## src/rtl/async_fifo_write_arb.sv

```systemverilog
// Round-robin, packet-locked arbiter sharing the async FIFO write port among NUM_REQ requesters.
// Define ASYNC_FIFO_ARB_STATS_EN to add saturating per-requester accepted-beat counters.
module async_fifo_write_arb #(
  parameter int NUM_REQ    = 4,
  parameter int DATA_WIDTH = 32,
  parameter int CNT_WIDTH  = 16,
  localparam int ID_W      = (NUM_REQ > 1) ? $clog2(NUM_REQ) : 1
) (
  input  logic                          write_clk,
  input  logic                          write_rst_n,
  input  logic [NUM_REQ-1:0]            req_valid,
  input  logic [NUM_REQ*DATA_WIDTH-1:0] req_data,
  input  logic [NUM_REQ-1:0]            req_last,
  output logic [NUM_REQ-1:0]            req_ready,
  input  logic                          p_write_full,
  output logic                          p_write_en,
  output logic [DATA_WIDTH-1:0]         p_write_data,
  output logic [ID_W-1:0]               grant_id,
  output logic                          busy
`ifdef ASYNC_FIFO_ARB_STATS_EN
  ,
  input  logic                          stat_clear,
  output logic [NUM_REQ*CNT_WIDTH-1:0]  stat_count
`endif
);

  typedef enum logic [0:0] {
    ST_IDLE  = 1'b0,
    ST_GRANT = 1'b1
  } state_t;

  state_t                 state_r;
  logic [ID_W-1:0]        rr_ptr_r;
  logic [ID_W-1:0]        grant_id_r;
  logic [NUM_REQ-1:0]     req_ready_s;
  logic                   wr_en_s;
  logic [DATA_WIDTH-1:0]  wr_data_s;
  logic                   accept_s;
  logic                   last_accept_s;
  logic [ID_W-1:0]        pick_s;
  logic [ID_W-1:0]        next_ptr_s;

  // First valid requester at or above ptr, wrapping modulo NUM_REQ.
  function automatic logic [ID_W-1:0] rr_pick(input logic [NUM_REQ-1:0] vld,
                                              input logic [ID_W-1:0]    ptr);
    logic [ID_W-1:0] win;
    logic            found;
    int              idx;
    win   = ptr;
    found = 1'b0;
    for (int k = 0; k < NUM_REQ; k++) begin
      idx = (int'(ptr) + k) % NUM_REQ;
      if (!found && vld[idx]) begin
        win   = ID_W'(idx);
        found = 1'b1;
      end else begin
        win   = win;
        found = found;
      end
    end
    return win;
  endfunction

  // Arbitration pick and pointer advance derived from registered state.
  always_comb begin
    pick_s = rr_pick(req_valid, rr_ptr_r);
    if (grant_id_r == ID_W'(NUM_REQ - 1)) begin
      next_ptr_s = {ID_W{1'b0}};
    end else begin
      next_ptr_s = grant_id_r + {{(ID_W-1){1'b0}}, 1'b1};
    end
  end

  // Zero-latency data path muxed from the registered owner.
  always_comb begin
    req_ready_s   = {NUM_REQ{1'b0}};
    wr_en_s       = 1'b0;
    wr_data_s     = {DATA_WIDTH{1'b0}};
    accept_s      = 1'b0;
    last_accept_s = 1'b0;
    if (state_r == ST_GRANT) begin
      req_ready_s[grant_id_r] = !p_write_full;
      accept_s                = req_valid[grant_id_r] && !p_write_full;
      last_accept_s           = accept_s && req_last[grant_id_r];
      wr_en_s                 = accept_s;
      wr_data_s               = req_data[grant_id_r*DATA_WIDTH +: DATA_WIDTH];
    end else begin
      req_ready_s   = {NUM_REQ{1'b0}};
      wr_en_s       = 1'b0;
      wr_data_s     = {DATA_WIDTH{1'b0}};
      accept_s      = 1'b0;
      last_accept_s = 1'b0;
    end
  end

  // Grant FSM: lock on a requester until its last beat is written.
  always_ff @(posedge write_clk) begin
    if (!write_rst_n) begin
      state_r    <= ST_IDLE;
      rr_ptr_r   <= {ID_W{1'b0}};
      grant_id_r <= {ID_W{1'b0}};
    end else begin
      case (state_r)
        ST_IDLE: begin
          if (|req_valid) begin
            grant_id_r <= pick_s;
            state_r    <= ST_GRANT;
          end else begin
            state_r    <= ST_IDLE;
          end
        end
        ST_GRANT: begin
          if (last_accept_s) begin
            state_r  <= ST_IDLE;
            rr_ptr_r <= next_ptr_s;
          end else begin
            state_r  <= ST_GRANT;
          end
        end
        default: begin
          state_r <= ST_IDLE;
        end
      endcase
    end
  end

  assign req_ready    = req_ready_s;
  assign p_write_en   = wr_en_s;
  assign p_write_data = wr_data_s;
  assign grant_id     = grant_id_r;
  assign busy         = (state_r == ST_GRANT);

`ifdef ASYNC_FIFO_ARB_STATS_EN
  logic [CNT_WIDTH-1:0] cnt_r [NUM_REQ];

  // Saturating beat counters; clear has priority over a same-cycle increment.
  always_ff @(posedge write_clk) begin
    for (int i = 0; i < NUM_REQ; i++) begin
      if (!write_rst_n || stat_clear) begin
        cnt_r[i] <= {CNT_WIDTH{1'b0}};
      end else if (accept_s && (grant_id_r == ID_W'(i)) && (cnt_r[i] != {CNT_WIDTH{1'b1}})) begin
        cnt_r[i] <= cnt_r[i] + {{(CNT_WIDTH-1){1'b0}}, 1'b1};
      end else begin
        cnt_r[i] <= cnt_r[i];
      end
    end
  end

  // Flatten counters onto the output bus.
  always_comb begin
    stat_count = {(NUM_REQ*CNT_WIDTH){1'b0}};
    for (int i = 0; i < NUM_REQ; i++) begin
      stat_count[i*CNT_WIDTH +: CNT_WIDTH] = cnt_r[i];
    end
  end
`endif

endmodule

```

## config.mk

```make
export PLATFORM = sky130hd
export DESIGN_NAME = async_fifo_write_arb
export DESIGN_NICKNAME = d
export VERILOG_FILES = /design/src/rtl/async_fifo_write_arb.sv
export SDC_FILE = /design/constraint.sdc
export NUM_CORES = 1
export LEC_CHECK = 0
export BUFFER_PORTS_ARGS = -buffer_cell sky130_fd_sc_hd__buf_2
export CAP_MARGIN = 15
export CORE_MARGIN = 5
export CORE_UTILIZATION = 33
export CTS_CLUSTER_DIAMETER = 80
export DETAILED_ROUTE_END_ITERATION = 16
export PLACE_DENSITY = 0.81
export SKIP_CTS_REPAIR_TIMING = 1
export SLEW_MARGIN = 20
export SYNTH_ARGS = -nofsm -noshare
export SYNTH_HDL_FRONTEND = slang
export SYNTH_SLANG_ARGS = --single-unit
export TNS_END_PERCENT = 100
```

## constraint.sdc

```tcl
create_clock -name write_clk -period 2.3 [get_ports write_clk]
set_clock_uncertainty 0.05 [all_clocks]
set_input_delay 0.46 -clock write_clk [delete_from_list [all_inputs] [get_ports write_clk]]
set_output_delay 0.46 -clock write_clk [all_outputs]
set_load 0.03 [all_outputs]
```

# After elaboration in Yosys (flattened, before gate mapping)
# Index checks and enable logic that the tools add are counted.
[totals] output_inout_bits=40 in_bits=139 regBits=5
[op_classes] n_lt_le_gt_ge=6 reduce_logical=16 n_eq_ne=1 mux=31 shifts=1 add_sub_neg=4 bitwise=5
[op_table] cell="$shiftx 128x8->32" n=1
[op_table] cell="$mux 32" n=1
[op_table] cell="$mux 1" n=17
[op_table] cell="$bmux 1 s2" n=6
[op_table] cell="$lt 3x4->1 const B" n=3
[op_table] cell="$mux 2" n=4
[op_table] cell="$logic_and 1x1->1" n=6
[op_table] cell="$lt 2x3->1 const B" n=2
[op_table] cell="$reduce_or 2->1" n=3
[op_table] cell="$add 2x1->2 const B" n=2
[op_table] cell="$add 2x2->2 const B" n=2
[op_table] cell="$and 4x4->4" n=1
[op_table] cell="$logic_not 1->1" n=4
[op_table] cell="$mux 4" n=1
[op_table] cell="$reduce_and 2->1" n=2
[op_table] cell="$reduce_or 4->1" n=1
[op_table] cell="$and 1x1->1 const A" n=3
[op_table] cell="$demux 1 s2" n=1
[op_table] cell="$eq 2x2->1 const B" n=1
[op_table] cell="$ge 2x1->1 const B" n=1
[op_table] cell="$pmux 1 s2" n=1
[op_table] cell="$not 1->1" n=1

# Depth between registers and ports, before layout
# Gate-level depths: netlist (run 1).
[logic_depth] depth_word=14 mapped_depth=5 ltp_nobuf=4

# Least setup slack after synthesis (run 1)
# OpenSTA, ideal clock, no wires.
[synth_path] path_kind="register -> output" startpoint="reg grant_id_r[0], in the netlist grant_id[0]" endpoint="out p_write_data[10]" arrival_ns=1.816 required_ns=1.790 slack_ns=-0.026 stages_incl_launch_ff=5 path_cell_list="dfxtp_1 buf_6 buf_2 mux4_2 and2_1"
[synth_between] elab_chain_len=2
[synth_lines] element="from (decl)" line_no="34" text="logic [ID_W-1:0] grant_id_r;"
[synth_lines] element="from (signal assigned)" line_no="101" text="grant_id_r <= {ID_W{1'b0}};"
[synth_lines] element="from (signal assigned)" line_no="106" text="grant_id_r <= pick_s;"
[synth_lines] element="$shiftx 128x8->32" line_no="86" text="wr_data_s = req_data[grant_id_r*DATA_WIDTH +: DATA_WIDTH];"
[synth_lines] element="$mux 32" line_no="81" text="if (state_r == ST_GRANT) begin"
[synth_lines] element="to (decl)" line_no="17" text="output logic [DATA_WIDTH-1:0] p_write_data,"
# No other way between the ends.

# Final worst setup path (run 1)
# Same ends and word-level chain as after synthesis.

==> results of run 1 <==
## through the flow
| stage | cell area (um2) | std cells |
|---|---|---|
| after floorplan | 1400 | 126 |
| after global placement | 2390 | 348 |
| after detailed placement | 2390 | 348 |
| after CTS | 2440 | 352 |
| after global routing | 2490 | 356 |
| final | 2490 | 356 |
## cell families after synthesis
group                    count (synthesis)
multiplexers                            35
AO/OA/AOI/OAI                           12
buffers and inverters                   16
AND/OR/NAND/NOR                         54
flip-flops                               5
adder cells (fa/ha/maj)                  4
## registers in the layout, indices dropped and copies added (netlist names)
name and count:
busy 1, grant_id 2, rr_ptr_r 2
## layout make-up
type | instances | area share [%]
clock buffers | 4 | 1.81
inverters | 3 | 0.553
multi-input cells | 105 | 49.1
flip-flops and latches | 5 | 4.17
well taps | 50 | 2.51
repair buffers | 189 | 41.8
## synthesized netlist by cell type
cell,n
sky130_fd_sc_hd__a211o_1,1
sky130_fd_sc_hd__a21boi_1,1
sky130_fd_sc_hd__a21oi_1,1
sky130_fd_sc_hd__a31oi_1,1
sky130_fd_sc_hd__and2_1,37
sky130_fd_sc_hd__buf_2,4
sky130_fd_sc_hd__buf_6,1
sky130_fd_sc_hd__clkbuf_1,8
sky130_fd_sc_hd__dfxtp_1,5
sky130_fd_sc_hd__ha_1,4
sky130_fd_sc_hd__inv_1,2
sky130_fd_sc_hd__inv_4,1
sky130_fd_sc_hd__mux2i_1,1
sky130_fd_sc_hd__mux4_2,34
sky130_fd_sc_hd__nand2_1,6
sky130_fd_sc_hd__nand2b_1,1
sky130_fd_sc_hd__nor2_1,3
sky130_fd_sc_hd__nor2b_1,2
sky130_fd_sc_hd__nor3_1,1
sky130_fd_sc_hd__nor3b_1,1
sky130_fd_sc_hd__nor4_1,2
sky130_fd_sc_hd__o211ai_1,1
sky130_fd_sc_hd__o21a_1,1
sky130_fd_sc_hd__o21ai_0,4
sky130_fd_sc_hd__o221a_2,1
sky130_fd_sc_hd__o31ai_1,1
sky130_fd_sc_hd__or4_1,1
## power breakdown
group	switching (mW)	internal (mW)	total (mW)
clock	0.0462	0.119	0.165
combinational	0.309	0.317	0.626
sequential	0.00953	0.0932	0.103
total	0.365	0.530	0.894
## per-layer routing
metal	GRT usage, %	vias up
li1	-	856
met1	20.2	844
met2	38.3	96
met3	4.54	16
met4	8.89	0
met5	0	-
## worst max-delay path, delay by kind of cell, from the launching register on
| family | cells | cell delay [ns] |
|---|---|---|
| buffers and inverters | 2 | 0.34 |
| flip-flops | 1 | 0.43 |
| multiplexers | 1 | 0.51 |
| AND/OR/NAND/NOR | 1 | 0.17 |
## final timing paths
kind               start               end  cells past startpoint
min          rr_ptr_r[0]       rr_ptr_r[0]                      2
max          grant_id[0]  p_write_data[10]                      4
min reg2reg  rr_ptr_r[0]       rr_ptr_r[0]                      2
max reg2reg  grant_id[0]       rr_ptr_r[0]                      5
==> run summary, run 1 <==
The run finished with clean final reports. The max-slew violation count is 0. The simple logic cell fraction of the synthesized area came out at 22.6%.

The routability congestion estimate came out at 0.855. The number of input and output port buffers inserted is 178. In the synthesized netlist, mux cells make up 55.5% of the area. The layout has 360 filler cells. The remaining routing DRC violations is 0. The slowest stage of the critical path belongs to the cell sky130_fd_sc_hd__mux4_2. The detailed-route via count is 1812.

The library cell used most frequently in the layout, excluding fill and tap cells, is sky130_fd_sc_hd__buf_2. The final count of negative-setup-slack endpoints is 0. The worst setup path is launched from a flop. The register-to-register path setup slack came out at 0.44 ns. The average wire per standard cell is 17.3 um. The detailed-placement wirelength estimate is 5440 um. The H-tree depth reported by CTS is 1.

At the pin with the least slew margin, the transition time is 0.312 ns. During I/O placement, the number of pins put on the boundary was 179. After detailed routing, the wire length on met1 is 1930 um. Setup repair after global routing left no endpoint under its margin. The total number of yosys warnings is 0. The routed length on met3 is 681 um.

Cells fill 61.4% of the core in the end. The clock root buffer is sky130_fd_sc_hd__clkbuf_8. The share of the synthesized area in the top cell type is 54.7%. The critical path in this run is classified as reg -> out. The total die area came out at 0.00564 mm2.

Across all setup checks in the final design, the least slack found is 0.105 ns. The total length of routed met2 wires came out at 3400 um. Synthesis inferred 5 register bits.

The area share of xor/xnor cells in the synthesized design is 0%. 0 antenna diodes ended up in the layout. The fraction of the mapped netlist area in adder cells is 3.58%. TritonCTS built the clock tree. Before antenna repair, the detailed router went through 4 iterations. The netlist uses 27 different library cells. After synthesis, the largest family of logic cells by area is multiplexers.

The via density per instance came out at 5.09. The total number of nets in the final design came out at 450. The max-capacitance violation count is 0. The detail route stage leaves a number of antenna-violating nets equal to 0. The multi-input combinational cells in the finished layout cover a total of 0.00122 mm2. In this run the vertical extent of the chip is 75.1 um. Hold is met by 0.470 ns.

The longest clock path from root to sink contains 2 buffers. The sequential cell area fraction in the yosys report came out at 7.16%. The capturing element type of the critical path is an output port.

TritonCTS created 3 clock buffers. Summing the areas of all compound-gate instances in the mapped netlist gives 5.81% of the synthesized area. The register cell area after layout came out at 104 um2. After global routing the overflow that remains totals 0. The post-layout minimum cycle time is 2.20 ns.

The design draws 0.894 mW. The maximum operating frequency is 456 MHz. Measured against its own limit, the worst slew margin works out to 79.0%.

In this run the core area contains 23 standard-cell rows. The violation count after the first detailed-route iteration is 48. The top fanout value on the critical path came out at 10. Clock-pin slew was measured on the worst setup and hold paths at 0.04 ns. The leakage power is 1.26 nW. The required time at the worst-slack endpoint came out at 1.79 ns. The starting utilization of the core area came out at 34.5%.

The largest net degree at the start of global routing came out at 31. The number of instances in the synthesized netlist came out at 126. CTS saw 5 sinks. The synthesized netlist occupies a cell area of 0.00140 mm2.

The die width came out at 75.1 um. The detailed router used layers up to and including met4. At the later pin of the worst-skew pair, clock insertion delay measures 0.22 ns. The total core area is 0.00406 mm2. By area the synthesized netlist is led by sky130_fd_sc_hd__mux4_2 (55%), sky130_fd_sc_hd__and2_1 (17%), sky130_fd_sc_hd__dfxtp_1 (7.2%), sky130_fd_sc_hd__ha_1 (3.6%), sky130_fd_sc_hd__clkbuf_1 (2.1%). In this run the power density over the cells is 359 mW/mm2. The worst slack at placement came out at 0.206 ns. Dividing the final minimum period by the clock period gives 95.4%. The largest vdd supply drop came out at 0.260 mV.

Compared with the post-synthesis result, the final layout area differs by 78.0%. The number of global-route vias before repair came out at 1836. The first-pass GRT wire length is 8600 um. The final setup TNS is 0 ns. The synthesized area divided by synthesized cell count came out at 11.1 um2. The fraction of layout instances using a drive strength above 1 is 74.8%.

The total detailed-routing wirelength is 6170 um. On the worst path, the slowest cell contributes a delay of 0.51 ns. The initial antenna violation count is 0. The largest total area in the synthesized netlist belongs to sky130_fd_sc_hd__mux4_2. The min-delay analysis places its worst path in the category reg -> reg. The data arrival at the endpoint of the critical path is 1.69 ns. The combined global-route utilization of all metal layers is 20.0%. When the netlist entered floorplanning its net count stood at 269. The critical path goes through buf_12 -> mux4_2 -> and2_1 -> buf_2. Leaving out fill and tap cells, the most frequent cells in the layout are sky130_fd_sc_hd__buf_2 (178), sky130_fd_sc_hd__and2_1 (37), sky130_fd_sc_hd__mux4_2 (34). The count of final hold-check violations is 0.
No activity file was read; power rests on OpenSTA's default activity.
==> inputs of run 2 (changes only) <==
- ABC_AREA: default -> 1
- CORE_UTILIZATION: 33 -> 36
==> run 2 against run 1 <==
Setup slack improved by 0.12 ns. Global-route usage rose by 2.0 points. Core utilization is 1.8 points lower. Critical path type unchanged. Critical endpoint is now p_write_data[21]. Largest cell class unchanged. Highest routed layer unchanged.
==> run summary, run 2 <==
The flow ran to the end, and the final reports show no timing, DRC or antenna violations. The register-to-register path setup slack is 0.60 ns. Of all nets on the critical path, the largest fanout is 22. The count of final hold-check violations is 0. After synthesis, flip-flops and latches occupy 6.05% of the total area.

The floorplan step defined a die boundary enclosing 0.00605 mm2. The remaining routing DRC violations came out at 0. The initial antenna violation count is 0. The net count after synthesis is 497. The largest vdd supply drop came out at 0.257 mV. The ratio of final minimum period to clock period came out at 90.4%. The worst-case setup margin in the final layout came out at 0.222 ns. The total buffers and inverters traversed by the critical path came out at 3. Counting flops with a built-in enable in the synthesized netlist gives 0. For this run, the leading register cell type out of synthesis is sky130_fd_sc_hd__dfxtp_1.

The TritonCTS clock tree is built. The area added between synthesis and finish came out at 58.9%. A synthesized cell averages 4.67 um2. The clock root buffer is sky130_fd_sc_hd__clkbuf_8. In the post-synthesis netlist, the biggest area contributors are sky130_fd_sc_hd__nor2_1 (31%), sky130_fd_sc_hd__o21ai_0 (20%), sky130_fd_sc_hd__a21oi_1 (11%), sky130_fd_sc_hd__nand2_1 (8.4%), sky130_fd_sc_hd__dfxtp_1 (6.1%).

The source of the worst hold timing path is write_rst_n. The proportion of synthesized flip-flops having asynchronous set or reset came out at 0%. The first-pass GRT wire length came out at 11400 um. Setup repair after global routing left no endpoint under its margin. The final count of negative-setup-slack endpoints came out at 0. The net count of the finished layout is 666. The netlist uses 22 different library cells. For this run, the total global-route usage over all layers was measured as 22.0%. In the final layout, the multi-input gates occupy 0.00136 mm2.

For the final routed database, the setup TNS stands at 0 ns. The antenna diode count came out at 0. In this run the cell area of the synthesized design comes to 0.00165 mm2.

The largest stage delay on the critical path is 0.33 ns. For this design the static power due to leakage is 1.50 nW. The final global-route overflow total is 0. The number of filler cells placed in the layout is 447. The die width came out at 77.8 um. The via density per instance is 4.97.

The worst setup path is captured at an output port. The register cell area after layout is 101 um2. The setup path with the least slack is of type reg -> out. The relative max-transition margin came out at 70.1%. The detailed-routing iteration count for the pre-antenna-repair pass came out at 4. The most critical setup path has its startpoint at grant_id[0]. The violation count after the first detailed-route iteration came out at 188.

Across all layers, the routed design uses 2850 vias. The number of rows created at floorplan is 24. The register clock-pin slew on the reported worst setup and hold paths is 0.04 ns. The slew at the pin closest to its max-slew limit is 0.448 ns. In the post-synthesis netlist, the cell with the most instances is sky130_fd_sc_hd__nor2_1. The worst register-to-register path begins at rr_ptr_r[0]. The number of synthesized register bits is 5. The clock buffer count from CTS came out at 3. Counting every sink on the clock net gives 5. The max-capacitance violation count came out at 0. The Yosys step of the flow raised 0 warnings. The leading cell type in the layout, fill and taps excluded is sky130_fd_sc_hd__buf_2. The share of the synthesized area in the top cell type came out at 31.1%. The placed cell count is 570. The fraction of layout instances using a drive strength above 1 came out at 38.9%. The routability congestion estimate came out at 0.879. The worst path needs 2.08 ns of the cycle, external delays included. The worst slack at placement is 0.480 ns. For this design the ratio of total power to cell area is 434 mW/mm2. The max-slew violation count came to 0. The placement-stage cell area is 0.00258 mm2. The smallest hold slack came out at 0.471 ns.

The total detailed-routing wirelength is 7410 um. The number of global-route vias before repair is 2412. The gate family responsible for the most delay along the worst path is buffers and inverters.

The number of input and output port buffers inserted came out at 178. After legalization and detailed placement, the total HPWL measured 5930 um. The required time at the worst-slack endpoint came out at 1.79 ns.

The starting utilization of the core area came out at 37.5%. The deepest clock path buffer count came out at 2. Timing would allow up to 481 MHz. The number of standard cells in the layout, taps in and fillers out is 574. The path type of the worst min-delay path is in -> reg.

The largest net degree at the start of global routing is 53. Sorting the synthesized cells by how often they occur yields sky130_fd_sc_hd__nor2_1 (137), sky130_fd_sc_hd__o21ai_0 (67), sky130_fd_sc_hd__a21oi_1 (37), sky130_fd_sc_hd__nand2_1 (37), sky130_fd_sc_hd__inv_1 (14). The number of instances in the synthesized netlist came out at 354.

STA classifies the critical path startpoint as a flop. The clock network latency to the later pin of the worst-skew pair is 0.23 ns. The H-tree depth reported by CTS came out at 1.

The count of nets left with antenna violations once routing finished came out at 0. STA puts the critical path data arrival time at 1.57 ns. In the layout the commonest cells are sky130_fd_sc_hd__buf_2 (178), sky130_fd_sc_hd__nor2_1 (137), sky130_fd_sc_hd__o21ai_0 (67).

The I/O pin count came out at 179. Walking the worst path, the cells encountered are inv_2 -> buf_4 -> o21ai_0 -> a21oi_1 -> buf_2. The height of the chip came out at 77.8 um. The top cell type by total area after synthesis is sky130_fd_sc_hd__nor2_1. On the critical path, the stage with the largest delay is an instance of sky130_fd_sc_hd__dfxtp_2. The post-layout instance area is 0.00263 mm2. After detailed routing, the average wire length per cell comes to 12.9 um. In this run the standard cell core region covers 0.00441 mm2.
-- run 2: cell families (layout without fill, tap and decap cells) --
group	count (synthesis)	in the layout	synth area share, %
compound gates	110	110	33.6
simple gates	191	191	45.6
flops	5	5	6.05
buf+inv	44	212	11.7
fa+ha+maj	4	4	3.03
-- run 2: through the flow --
step	power (mW)	utilization [%]
5_1_grt	1.25	59.6
4_1_cts	1.15	59.6
3_3_place_gp	0.962	58.5
3_5_place_dp	0.974	58.5
2_1_floorplan	0.687	-
6_report	1.14	59.6
-- run 2: metal layers --
metal	routed length (um)	global-route usage, %	up-vias
met4	72	4.30	0
met2	3800	39.7	124
li1	-	-	1483
met3	748	4.05	7
met5	0	0	-
met1	2790	26.8	1236
-- run 2: final timing paths --
check | end | depth (start not counted)
max | p_write_data[21] | 5
max reg2reg | grant_id[1] | 11
min reg2reg | rr_ptr_r[1] | 2
min | busy | 3
-- run 2: layout make-up --
| type | count | area share (%) |
|---|---|---|
| clock buffer | 4 | 1.71 |
| inverter | 19 | 2.71 |
| multi-input combinational | 305 | 51.7 |
| sequential | 5 | 3.86 |
| tap | 52 | 2.48 |
| timing repair buffer | 189 | 37.5 |
-- run 2: report_power, final --
part           switching (mW)  internal, mW  leakage (nW)
Sequential             0.0122        0.0959        0.0416
Clock                  0.0465         0.119        0.0228
Combinational           0.552         0.315          1.44
-- run 2: tightest hold or removal path, cell delays in order --
cell                      delay (ns)
sky130_fd_sc_hd__buf_2          0.13
sky130_fd_sc_hd__nand3_1        0.08
sky130_fd_sc_hd__inv_1          0.05
==> inputs of run 3 (changes only) <==
- CORE_ASPECT_RATIO: default -> 1.4
==> run 3 against run 2 <==
Die area increased by 0.32%. Critical endpoint is now p_write_data[24]. Non-clock buffer count decreased by 3. Critical path type unchanged. Flip-flop and latch count unchanged. Largest power group unchanged. Highest routed layer unchanged. Largest cell class unchanged.
==> run summary, run 3 (synthesized netlist as in run 2, its figures left out) <==
The flow ran to the end, and the final reports show no timing, DRC or antenna violations. In this run the critical register-to-register path is launched from rr_ptr_r[0]. The power density over the cells is 433 mW/mm2. By startpoint and endpoint, the worst setup path is classified as reg -> out.

The initial antenna violation count is 0. The count of final hold-check violations is 0. The routability congestion estimate came out at 0.923.

The first-pass GRT wire length is 11600 um. The path type of the worst min-delay path is in -> reg. The final setup TNS is 0 ns. The total die area came out at 0.00607 mm2. The max-slew violation count is 0.

The hold-critical path endpoint is busy. The TritonCTS clock tree is built. The final count of negative-setup-slack endpoints is 0. The worst setup path is launched from a flop. The data arrival at the endpoint of the critical path is 1.53 ns. For flop-to-flop paths, the worst setup slack is 0.60 ns. The core utilization of the finished layout came out at 58.8%. The slew at the pin closest to its max-slew limit is 0.463 ns.

The worst hold path cell count came out at 3. The deepest clock path buffer count came out at 2. The total detailed-routing wirelength came out at 7690 um.

The detail route stage leaves a number of antenna-violating nets equal to 0. The smallest clock period supported by the final layout is computed as 2.04 ns. The capturing point of the worst reg2reg path is grant_id[1]. The average wire per standard cell came out at 13.2 um. The number of filler cells placed in the layout came out at 469.

The library cells used most frequently in the layout, excluding fill and tap cells, are sky130_fd_sc_hd__buf_2 (178), sky130_fd_sc_hd__nor2_1 (137), sky130_fd_sc_hd__o21ai_0 (67). The routed length on met1 is 2870 um. The combined global-route utilization of all metal layers is 23.6%.

The top fanout value on the critical path is 26. The source of the worst hold timing path is write_rst_n. The relative max-transition margin is 69.1%. The maximum operating frequency is 490 MHz.

Detailed routing inserted a total of 2864 vias. The depth of the worst register-to-register path came out at 11. The tree is rooted in a sky130_fd_sc_hd__clkbuf_8. The clock buffer count from CTS is 3.

After clock tree synthesis, the clock-pin slew on the worst setup and hold paths is 0.04 ns. Setup repair after global routing left no endpoint under its margin. The analysis attributes to cell leakage a power of 1.50 nW.

Measured along the y axis, the die boundary spans 90.2 um. The I/O pin count is 179. The die width came out at 67.3 um.

In the routed layout, each cell is associated on average with a via count of 4.93. The floorplan has 29 rows. The detailed-placement wirelength estimate came out at 6090 um.

The violation count after the first detailed-route iteration came out at 195. The number of global-route vias before repair is 2482. The leading cell type in the layout, fill and taps excluded is sky130_fd_sc_hd__buf_2.

The total core area is 0.00450 mm2. Of the cells placed in the final design, the portion with a size suffix greater than 1 is 38.5%. The required time at the worst-slack endpoint came out at 1.79 ns. The total number of nets in the final design is 663. The total length of routed met2 wires came out at 3790 um. The initial utilization of the core area, before any placement, comes to 36.8%. The detailed-routing iteration count for the pre-antenna-repair pass is 4. The routed design uses 841 um of met3 wire. The clock network latency to the later pin of the worst-skew pair came out at 0.22 ns.

The final global-route overflow total came out at 0. STA classifies the critical path endpoint as an output port. The largest net degree at the start of global routing is 47.

The number of input and output port buffers inserted came out at 178. The final critical path takes up 88.7% of the cycle. The clock sink total is 5. The antenna diode count came out at 0.

IR analysis of the VDD net gives a maximum drop of 0.314 mV. The max-capacitance violation count came out at 0. The remaining routing DRC violations is 0.

Compared with the post-synthesis result, the final layout area differs by 59.8%. The H-tree depth reported by CTS came out at 1. The highest metal layer carrying signal wires in the routed design is met4.
[run 3: cell count changes in the layout (fill, tap and decap cells not counted), sizes merged]
cell and delta:
buf -3
[run 3: worst max path at each step]
stage | startpoint | end | slack, ns | depth (start not counted)
after floorplan | grant_id[0] | p_write_data[10] | 0.03 | 6
after detailed placement | grant_id[0] | p_write_data[24] | 0.51 | 6
after global routing | grant_id[0] | p_write_data[28] | 0.08 | 6
final | grant_id[0] | p_write_data[24] | 0.26 | 6
after CTS | grant_id[0] | p_write_data[24] | 0.26 | 6
after global placement | grant_id[0] | p_write_data[22] | 0.54 | 6
[run 3: per-stage QoR]
| stage | worst slack [ns] | std cells | power [mW] | hold WS (ns) | area [um2] |
|---|---|---|---|---|---|
| global placement | 0.538 | 577 | 0.967 | 0.547 | 2600 |
| floorplan | 0.0338 | 354 | 0.687 | 0.490 | 1650 |
| CTS | 0.260 | 581 | 1.15 | 0.454 | 2640 |
| global route | 0.0837 | 581 | 1.26 | 0.466 | 2640 |
| detailed placement | 0.508 | 577 | 0.981 | 0.558 | 2600 |
| finish | 0.259 | 581 | 1.15 | 0.462 | 2640 |
[run 3: cell type report]
class	count	area [um2]	area share (%)
Timing Repair Buffer	186	988	37.4
Clock buffer	4	45.0	1.70
Multi-Input combinational cell	305	1360	51.4
Sequential cell	5	101	3.83
Tap cell	62	77.6	2.93
Inverter	19	71.3	2.70
[run 3: metal layers]
metal	vias to the layer above	GRT usage, %
li1	1478	-
met1	1215	26.8
met2	151	41.7
met3	20	5.86
met4	0	7.45
met5	-	0
[run 3: where the power goes]
part	internal [mW]	switching (mW)
registers	0.0959	0.0119
logic	0.317	0.555
clock network	0.119	0.0468
total	0.532	0.614
[run 3: critical path: stages, from the launching register on]
cell,delay [ns]
sky130_fd_sc_hd__dfxtp_2,0.36
sky130_fd_sc_hd__buf_4,0.29
sky130_fd_sc_hd__nor2_1,0.08
sky130_fd_sc_hd__nor2_1,0.11
sky130_fd_sc_hd__o21ai_0,0.10
sky130_fd_sc_hd__a21oi_1,0.15
sky130_fd_sc_hd__buf_2,0.21
